## config.mk

```make
export PLATFORM = sky130hd
export DESIGN_NAME = mem_request_arbiter
export DESIGN_NICKNAME = d
export VERILOG_FILES = /design/src/rtl/mem_request_arbiter.sv
export SDC_FILE = /design/constraint.sdc
export NUM_CORES = 1
export LEC_CHECK = 0
export BUFFER_PORTS_ARGS = -buffer_cell sky130_fd_sc_hd__buf_2
export CAP_MARGIN = 15
export CORE_UTILIZATION = 50
export CTS_CLUSTER_SIZE = 10
export DETAILED_ROUTE_END_ITERATION = 10
export HOLD_SLACK_MARGIN = 0.06
export PLACE_DENSITY = 0.91
export SLEW_MARGIN = 10
export SYNTH_ARGS = -nofsm -noshare
export SYNTH_HDL_FRONTEND = slang
export SYNTH_SLANG_ARGS = --single-unit
```

## constraint.sdc

```tcl
create_clock -name clk -period 2.5 [get_ports clk]
set_input_delay 0.125 -clock clk [delete_from_list [all_inputs] [get_ports clk]]
set_output_delay 0.125 -clock clk [all_outputs]
set_load 0.05 [all_outputs]
```

## src/rtl/mem_request_arbiter.sv

```systemverilog
// -----------------------------------------------------------------------------
// mem_request_arbiter
//
// Shares the single RAM port between the instruction-fetch path and the
// load/store data path. One access is in flight at a time; data requests win
// over fetch requests. Each access runs IDLE -> BUSY -> RESP. RESP carries a
// one-cycle ready pulse to the requester that owned the access. A watchdog
// aborts an access that the RAM never completes and raises a sticky bus_error.
//
// Ports
//   clk, reset            : clock; synchronous active-high reset
//   i_req, imemaddr       : fetch request (held until i_ready) and byte address
//   imemload, i_ready     : fetched word and its one-cycle completion pulse
//   d_ren, d_wen          : data read / write request (held until d_ready)
//   dmmaddr, dmmstore     : data byte address and store data
//   dmmload, d_ready      : load data and its one-cycle completion pulse
//   ramaddr, ramstore     : word-aligned RAM address and RAM write data
//   ram_ren, ram_wen      : RAM strobes, high only while BUSY
//   ramload, ram_ready    : RAM read data and access-complete handshake
//   bus_error             : sticky watchdog error, cleared only by reset
//
// Every output comes straight from a flop; no input reaches an output
// combinationally.
// -----------------------------------------------------------------------------
module mem_request_arbiter #(
   parameter int unsigned TIMEOUT = 16
) (
   input  logic        clk,
   input  logic        reset,
   input  logic        i_req,
   input  logic [31:0] imemaddr,
   output logic [31:0] imemload,
   output logic        i_ready,
   input  logic        d_ren,
   input  logic        d_wen,
   input  logic [31:0] dmmaddr,
   input  logic [31:0] dmmstore,
   output logic [31:0] dmmload,
   output logic        d_ready,
   output logic [31:0] ramaddr,
   output logic [31:0] ramstore,
   output logic        ram_ren,
   output logic        ram_wen,
   input  logic [31:0] ramload,
   input  logic        ram_ready,
   output logic        bus_error
);

   typedef enum logic [1:0] {
      IDLE = 2'd0,
      BUSY = 2'd1,
      RESP = 2'd2
   } state_t;

   // Last BUSY cycle the watchdog tolerates without ram_ready.
   localparam logic [7:0] WD_LIMIT = 8'(TIMEOUT - 1);

   state_t      state_q,     state_d;
   logic        owner_q,     owner_d;      // 0 = fetch, 1 = data
   logic        is_write_q,  is_write_d;
   logic [7:0]  wd_cnt_q,    wd_cnt_d;
   logic [31:0] ramaddr_q,   ramaddr_d;
   logic [31:0] ramstore_q,  ramstore_d;
   logic [31:0] imemload_q,  imemload_d;
   logic [31:0] dmmload_q,   dmmload_d;
   logic        ram_ren_q,   ram_ren_d;
   logic        ram_wen_q,   ram_wen_d;
   logic        i_ready_q,   i_ready_d;
   logic        d_ready_q,   d_ready_d;
   logic        bus_error_q, bus_error_d;

   // Byte-offset bits are dropped: the RAM is word addressed.
   logic unused_addr_bits;
   assign unused_addr_bits = ^{imemaddr[1:0], dmmaddr[1:0]};

   always_comb begin
      // NOTE: every _d starts as its _q (or 0 for pulses) so no path leaves a
      // signal unassigned, which would otherwise infer a latch.
      state_d     = state_q;
      owner_d     = owner_q;
      is_write_d  = is_write_q;
      wd_cnt_d    = wd_cnt_q;
      ramaddr_d   = ramaddr_q;
      ramstore_d  = ramstore_q;
      imemload_d  = imemload_q;
      dmmload_d   = dmmload_q;
      ram_ren_d   = ram_ren_q;
      ram_wen_d   = ram_wen_q;
      i_ready_d   = 1'b0;
      d_ready_d   = 1'b0;
      bus_error_d = bus_error_q;

      case (state_q)
         IDLE: begin
            // Fixed priority: data before fetch. A simultaneous read+write is
            // a write.
            if (d_ren || d_wen) begin
               owner_d    = 1'b1;
               is_write_d = d_wen;
               ramaddr_d  = {dmmaddr[31:2], 2'b00};
               ramstore_d = d_wen ? dmmstore : 32'd0;
               ram_wen_d  = d_wen;
               ram_ren_d  = !d_wen;
               wd_cnt_d   = 8'd0;
               state_d    = BUSY;
            end else if (i_req) begin
               owner_d    = 1'b0;
               is_write_d = 1'b0;
               ramaddr_d  = {imemaddr[31:2], 2'b00};
               ramstore_d = 32'd0;
               ram_wen_d  = 1'b0;
               ram_ren_d  = 1'b1;
               wd_cnt_d   = 8'd0;
               state_d    = BUSY;
            end
         end

         BUSY: begin
            // Completion has precedence over the watchdog in the same cycle.
            if (ram_ready) begin
               if (!owner_q) begin
                  imemload_d = ramload;
               end else if (!is_write_q) begin
                  dmmload_d = ramload;
               end
               ram_ren_d = 1'b0;
               ram_wen_d = 1'b0;
               i_ready_d = !owner_q;
               d_ready_d = owner_q;
               state_d   = RESP;
            end else if (wd_cnt_q == WD_LIMIT) begin
               // Abort: the owner still gets its ready pulse, with zero data.
               if (!owner_q) begin
                  imemload_d = 32'd0;
               end else begin
                  dmmload_d = 32'd0;
               end
               bus_error_d = 1'b1;
               ram_ren_d   = 1'b0;
               ram_wen_d   = 1'b0;
               i_ready_d   = !owner_q;
               d_ready_d   = owner_q;
               state_d     = RESP;
            end else begin
               wd_cnt_d = wd_cnt_q + 8'd1;
            end
         end

         // Ready pulse is visible this cycle; requester inputs are not looked
         // at again until IDLE, giving the requester a cycle to drop them.
         RESP: state_d = IDLE;

         default: state_d = IDLE;
      endcase
   end

   // NOTE: sequential state uses non-blocking assignments so every flop
   // samples the values from before this edge, independent of statement order.
   always_ff @(posedge clk) begin
      if (reset) begin
         state_q     <= IDLE;
         owner_q     <= 1'b0;
         is_write_q  <= 1'b0;
         wd_cnt_q    <= 8'd0;
         ramaddr_q   <= 32'd0;
         ramstore_q  <= 32'd0;
         imemload_q  <= 32'd0;
         dmmload_q   <= 32'd0;
         ram_ren_q   <= 1'b0;
         ram_wen_q   <= 1'b0;
         i_ready_q   <= 1'b0;
         d_ready_q   <= 1'b0;
         bus_error_q <= 1'b0;
      end else begin
         state_q     <= state_d;
         owner_q     <= owner_d;
         is_write_q  <= is_write_d;
         wd_cnt_q    <= wd_cnt_d;
         ramaddr_q   <= ramaddr_d;
         ramstore_q  <= ramstore_d;
         imemload_q  <= imemload_d;
         dmmload_q   <= dmmload_d;
         ram_ren_q   <= ram_ren_d;
         ram_wen_q   <= ram_wen_d;
         i_ready_q   <= i_ready_d;
         d_ready_q   <= d_ready_d;
         bus_error_q <= bus_error_d;
      end
   end

   assign imemload  = imemload_q;
   assign i_ready   = i_ready_q;
   assign dmmload   = dmmload_q;
   assign d_ready   = d_ready_q;
   assign ramaddr   = ramaddr_q;
   assign ramstore  = ramstore_q;
   assign ram_ren   = ram_ren_q;
   assign ram_wen   = ram_wen_q;
   assign bus_error = bus_error_q;

endmodule

```

# ---- Word-level counts from Yosys, hierarchy flattened
# Index checks and enable logic that the tools add are counted.
dict set report word_totals {
  register_bits 145
  latchBits 0
  ramBits 0
  mem_bits_ro 0
  inputBits 134
  out_inout_bits 133
  word_cells 76
  mem_count 0
}
dict set report op_classes {
  add_sub_neg 1
  mul 0
  div_mod_pow 0
  n_lt_le_gt_ge 0
  n_eq_ne 7
  shifts 0
  mux 37
  bitwise_logic 3
  reduce_logical 15
}
# cell n
set ops {}
lappend ops {{2-to-1 mux 32 bit} 14}
lappend ops {{2-to-1 mux 8 bit} 4}
lappend ops {{one-hot mux 8 bit (2 select lines)} 1}
lappend ops {{2-to-1 mux 1 bit} 11}
lappend ops {{AND reduction 3 bit} 3}
lappend ops {{adder 8 x 1 -> 8 bit (second input constant)} 1}
lappend ops {{equality test 8 x 4 -> 1 bit (second input constant)} 1}
lappend ops {{2-to-1 mux 2 bit} 4}
lappend ops {{AND reduction 4 bit} 2}
lappend ops {{inequality test 2 bit (second input constant)} 3}
lappend ops {{inequality test 3 bit (second input constant)} 2}
lappend ops {{nonzero test 2 bit} 3}
lappend ops {{one-hot mux 1 bit (2 select lines)} 2}
lappend ops {{one-hot mux 2 bit (2 select lines)} 1}
lappend ops {{AND reduction 2 bit} 2}
lappend ops {{NOT 1 bit} 3}
lappend ops {{equality test 2 x 1 -> 1 bit (second input constant)} 1}
lappend ops {{zero test 1 bit} 2}
lappend ops {{zero test 2 bit} 1}
lappend ops {{OR reduction 2 bit} 1}
lappend ops {{logical OR 1 bit} 1}

# ---- Longest topological paths before layout
dict set report depth {
  depth_word 4
  mapped_depth 7
  ltp_nobuf 5
}

# ---- Worst setup path before layout
# No wires, ideal clock.
dict set report synth_timing {
  kind {register to register}
  start {reg wd_cnt_q[7]}
  end {reg dmmload_q[10] (netlist: dmmload[10])}
  setup_time_ns 0.117
  arrival_ns 1.582
  required_ns 2.383
  slack_ns 0.801
  path_stages_with_launch 6
  n_path_buf 1
  synth_period_minus_slack_ns 1.699
  path_cell_list {dfxtp_1 -> or4_4 -> o31ai_2 -> a31oi_2 -> buf_6 -> a22o_1}
}
dict set report synth_between {
  elab_chain_cells 3
}
# element line_no
set synth_lines {}
lappend synth_lines {{from (decl)} 61} ;# logic [7:0] wd_cnt_q, wd_cnt_d;
lappend synth_lines {{from (signal assigned)} 178} ;# wd_cnt_q <= wd_cnt_d;
lappend synth_lines {{equality test 8 x 4 -> 1 bit} 131} ;# end else if (wd_cnt_q == WD_LIMIT) begin
lappend synth_lines {{nonzero test 2 bit (no source line)} n/a}
lappend synth_lines {{AND reduction 4 bit (no source line)} n/a}
lappend synth_lines {{to (signal assigned)} 182} ;# dmmload_q <= dmmload_d;
lappend synth_lines {{to (decl)} 65} ;# logic [31:0] dmmload_q, dmmload_d;
# No other way between the ends.
# A chain may end at the register's enable or synchronous reset.

# ---- Final worst setup path
dict set report layout_timing {
  start {reg state_q[0]}
  end {reg ramaddr_q[2] (netlist: ramaddr[2])}
}
dict set report layout_between {
  elab_chain_cells 2
}
# element line_no
set layout_lines {}
lappend layout_lines {{from (decl)} 58} ;# state_t state_q, state_d;
lappend layout_lines {{from (signal assigned)} 175} ;# state_q <= state_d;
lappend layout_lines {{zero test 2 bit} 93} ;# case (state_q)
lappend layout_lines {{AND reduction 2 bit (no source line)} n/a}
lappend layout_lines {{to (signal assigned)} 179} ;# ramaddr_q <= ramaddr_d;
lappend layout_lines {{to (decl)} 62} ;# logic [31:0] ramaddr_q, ramaddr_d;
# No other way between the ends.

==> results.env <==
VIAS=6836
GR-TOTAL-OVERFLOW=0
DIE_HEIGHT_UM=106.8
HOLD_VIOLATIONS=0
YOSYS.AREA_SHARE.XOR_XNOR=0.003188
LAYOUT-DRIVE-GT1-SHARE=0.3166
CRIT_PATH_END_KIND='flop'
CRITICAL-PATH-SLOWEST-CELL='dlygate4sd3_1'
SYNTH_FA_HA_AREA_FRAC=0.002277
FINALWIRELENGTH_UM=22410
CELL_FAMILY_WITH_THE_LARGEST_SHARE_OF_CRITICAL_PATH_DELAY='buffers and inverters'
CRITICAL_PATH_BUF_INV_COUNT=2
SLEW-LIMIT-HEADROOM=0.3043
PIN_SLEW_WITH_THE_LEAST_HEADROOM_TO_ITS_LIMIT_PS=1041
DESIGN.FINAL.NETS=1120
COMMONEST_NON_FILL_NON_TAP_CELL_IN_THE_LAYOUT='buf_2'
CRITPATHMAXFANOUT=36
BOUNDARYPINS=267
GRT_SETUP_UNREPAIRED='false'
CTS_TREE='built'
CTS_BUFFER_DEPTH=2
SYNTH-COMPOUND-AREA-SHARE=0.2551
FLOORPLAN.INITIALDENSITY=0.5228
CRITICAL_PATH.MAX_STAGE_DELAY_PS=620
MOST_FREQUENT_CELLS_IN_THE_LAYOUT='buf_2, dfxtp_1, dlygate4sd3_1'
SETUP.WORST_PATH.START='state_q[0]'
WORST_SETUP_PATH_START_KIND='flop'
NETLIST-CELL-TYPE-COUNT=38
POWER_DENSITY_OVER_CELL_AREA_nW_PER_UM2=755.8
RUN_STATUS='complete, no violations'
ANT_NETS=0
VIAS_IN_THE_FIRST_GLOBAL_ROUTE=6826
SYNTH-WARNING-COUNT=0
DR.FIRST_ITER.DRC_COUNT=768
PIN_COUNT_OF_THE_BIGGEST_NET_ENTERING_GLOBAL_ROUTING=63
POST_SYNTH_AND_OR_NAND_NOR_AREA_FRACTION=0.1637
CP_CELL_SEQUENCE='nor2_2, and2_4, buf_12, nor2_1, a311oi_1, dlygate4sd3_1'
POST_ROUTE_CLOCK_SKEW_PS=12.32
DRC_ERRORS=0
SETUP.WORST_PATH.CLASS='flop to flop'
TIMING.FMAX_GHz=0.4353
REQUIRED_TIME_AT_THE_WORST_SLACK_ENDPOINT_PS=2980
CTS.REPORTEDPATHS.CLKPINSLEW_PS=60
WIRE_LENGTH_OF_THE_FIRST_GLOBAL_ROUTING_PASS_UM=35130
MAX-CAP-VIOLATIONS=0
SYNTH.FF_LATCH_COUNT=143
GRT_USE_TOTAL=0.4023
CTS_BUFFERS=17
AVGROUTEDWIREPERCELL_UM=19.76
AREAGROWTHSYNTHTOFINISH_PCT=59.23
YOSYS-MUX-AREA-FRACTION=0.001822
INSERTEDDIODECOUNT=0
HPWL_UM=10820
LAYOUT_MIN_CYCLE_TIME_PS=2297
SYNTH_TOP_FAMILY_BY_AREA='compound AO/OA/AOI/OAI gates'
SYN-CELL-AREA_UM2=5494
YS_SEQ_AREA_FRAC=0.5211
WORST_EP_ARRIVAL_TIME_PS=2780
CLOCK_LATENCY_PS=540
SETUP_VIOL=0
FIN_CRIT_SH=0.9189
TIMING_MAX_TRANSITION_VIOLATIONS_FINAL=0
CTS.ROOT.BUFFER_CELL='clkbuf_8'
PORT_BUFFERS=260
VDD_DROP_MAX_V=0.0005948
GRT_ANTENNA_BEFORE_REPAIR=0
FP-ROW-COUNT=37
HOLD_CLASS='primary input to flop'
POST-ROUTE-UTIL=0.8325
AREA_OF_THE_DIE_UM2=11410
SYN-INSTANCE-COUNT=627
WORST_R2R_STARTPOINT='state_q[0]'
POWER.STATIC_LEAKAGE_uW=0.003964
CHIPWIDTH_UM=106.8
AREA_INSIDE_THE_CORE_BOUNDARY_UM2=10510
CTS_MAX_LEVEL=4
SETUP_TNS_PS=0
VIAS_PER_CELL=6.028
PLACE.GP.CONGESTION=0.8287
WORST_MIN_DELAY_PATH_STARTPOINT='d_ren'
CLOCK_SINKS=143
FIRSTDRTPASSITERS=5
SYNTH.AVG_CELL_AREA_UM2=8.762
==> final cells by class <==
cell class	count	area, µm²
flip-flops and latches	143	2863
inverters	1	3.754
repair buffers	401	2708
clock inverters	14	203.9
multi-input cells	421	2372
fillers	563	1760
clock buffers	18	427.9
well taps	136	170.2
==> cell families after synthesis <==
family,Yosys count
mux,1
other cells,1
fa+ha+maj,1
simple gates,205
compound gates,210
buf+inv,64
flops,143
xor+xnor,2
==> final timing paths <==
check | end | slack [ps] | depth (start not counted)
hold / removal | wd_cnt_q[5] | 180 | 5
setup / recovery | ramaddr[2] | 200 | 6
hold reg to reg | ramstore[30] | 460 | 2
setup reg to reg | ramaddr[2] | 200 | 6
==> registers in the layout, indices dropped and copies added (netlist names) <==
| register | count |
|---|---|
| owner_q | 1 |
| bus_error | 1 |
| ramaddr | 30 |
| is_write_q | 1 |
| d_ready | 1 |
| state_q | 2 |
| ram_ren | 1 |
| ram_wen | 1 |
| i_ready | 1 |
| imemload | 32 |
| wd_cnt_q | 8 |
| ramstore | 32 |
| dmmload | 32 |
==> layer usage <==
metal / GRT usage / routed length, µm
met5: 0 / 0
met4: 0.3395 / 1786
met3: 0.1119 / 1765
met2: 0.6406 / 10980
met1: 0.4446 / 7886
==> power by group <==
group | total [µW] | leakage (µW) | switching (µW) | internal (µW)
logic | 1380 | 0.00249 | 920 | 464
clock network | 2740 | 0.000311 | 1070 | 1670
registers | 2490 | 0.00117 | 83.0 | 2410
==> through the flow <==
step	instances	total power, µW	setup slack (ps)	instance area (µm²)	hold WS [ps]
after floorplan	628	3311	800.9	5498	257.7
after global placement	974	3621	550.5	6834	356.4
after detailed placement	974	3637	517.6	6834	361.9
after CTS	1134	6508	235.7	8747	127.3
after global routing	1134	6807	20.15	8748	204.5
final	1134	6612	202.9	8748	180.0
==> Yosys cell counts (all sizes together) <==
library cell    n  area, µm²
nor2           37      141.4
nand3          34      170.2
ha              1      12.51
and3            2      12.51
or2             1      6.260
nor3b           1      12.51
a311oi         30      262.8
or2b            1      7.510
and2b           1      7.510
nor4            5      31.28
inv             1      3.750
nand2         104      390.4
a31oi           1      12.51
or4             4      33.78
mux2i           1      10.01
or3             4      25.02
a22o           32      282.8
a21oi          75      379.1
conb            1      3.750
xnor2           2      17.52
and2            2      12.51
nor3            6      30.03
a21o            1      7.510
clkbuf         45      168.9
a2111oi         1      8.760
o21ai          33      165.2
nand2b          3      18.77
buf            18      113.9
o211ai          1      7.510
o31ai          36      275.3
dfxtp         143       2863
==> worst register-to-register path, delay by kind of cell (launching register included) <==
kind / cells / cell delay (ps)
compound gates: 1 / 320
simple gates: 3 / 670
buf+inv: 2 / 870
flops: 1 / 390
==> repair_timing <==
action / 4_1_cts / 5_1_grt
resized for setup: 0 / 1
setup buffers: 0 / 0
endpoints found under the hold margin: 131 / 0
setup endpoints to repair: 0 / 4
hold buffers: 128 / 0
Note: power is estimated with default switching activity, not from simulation.
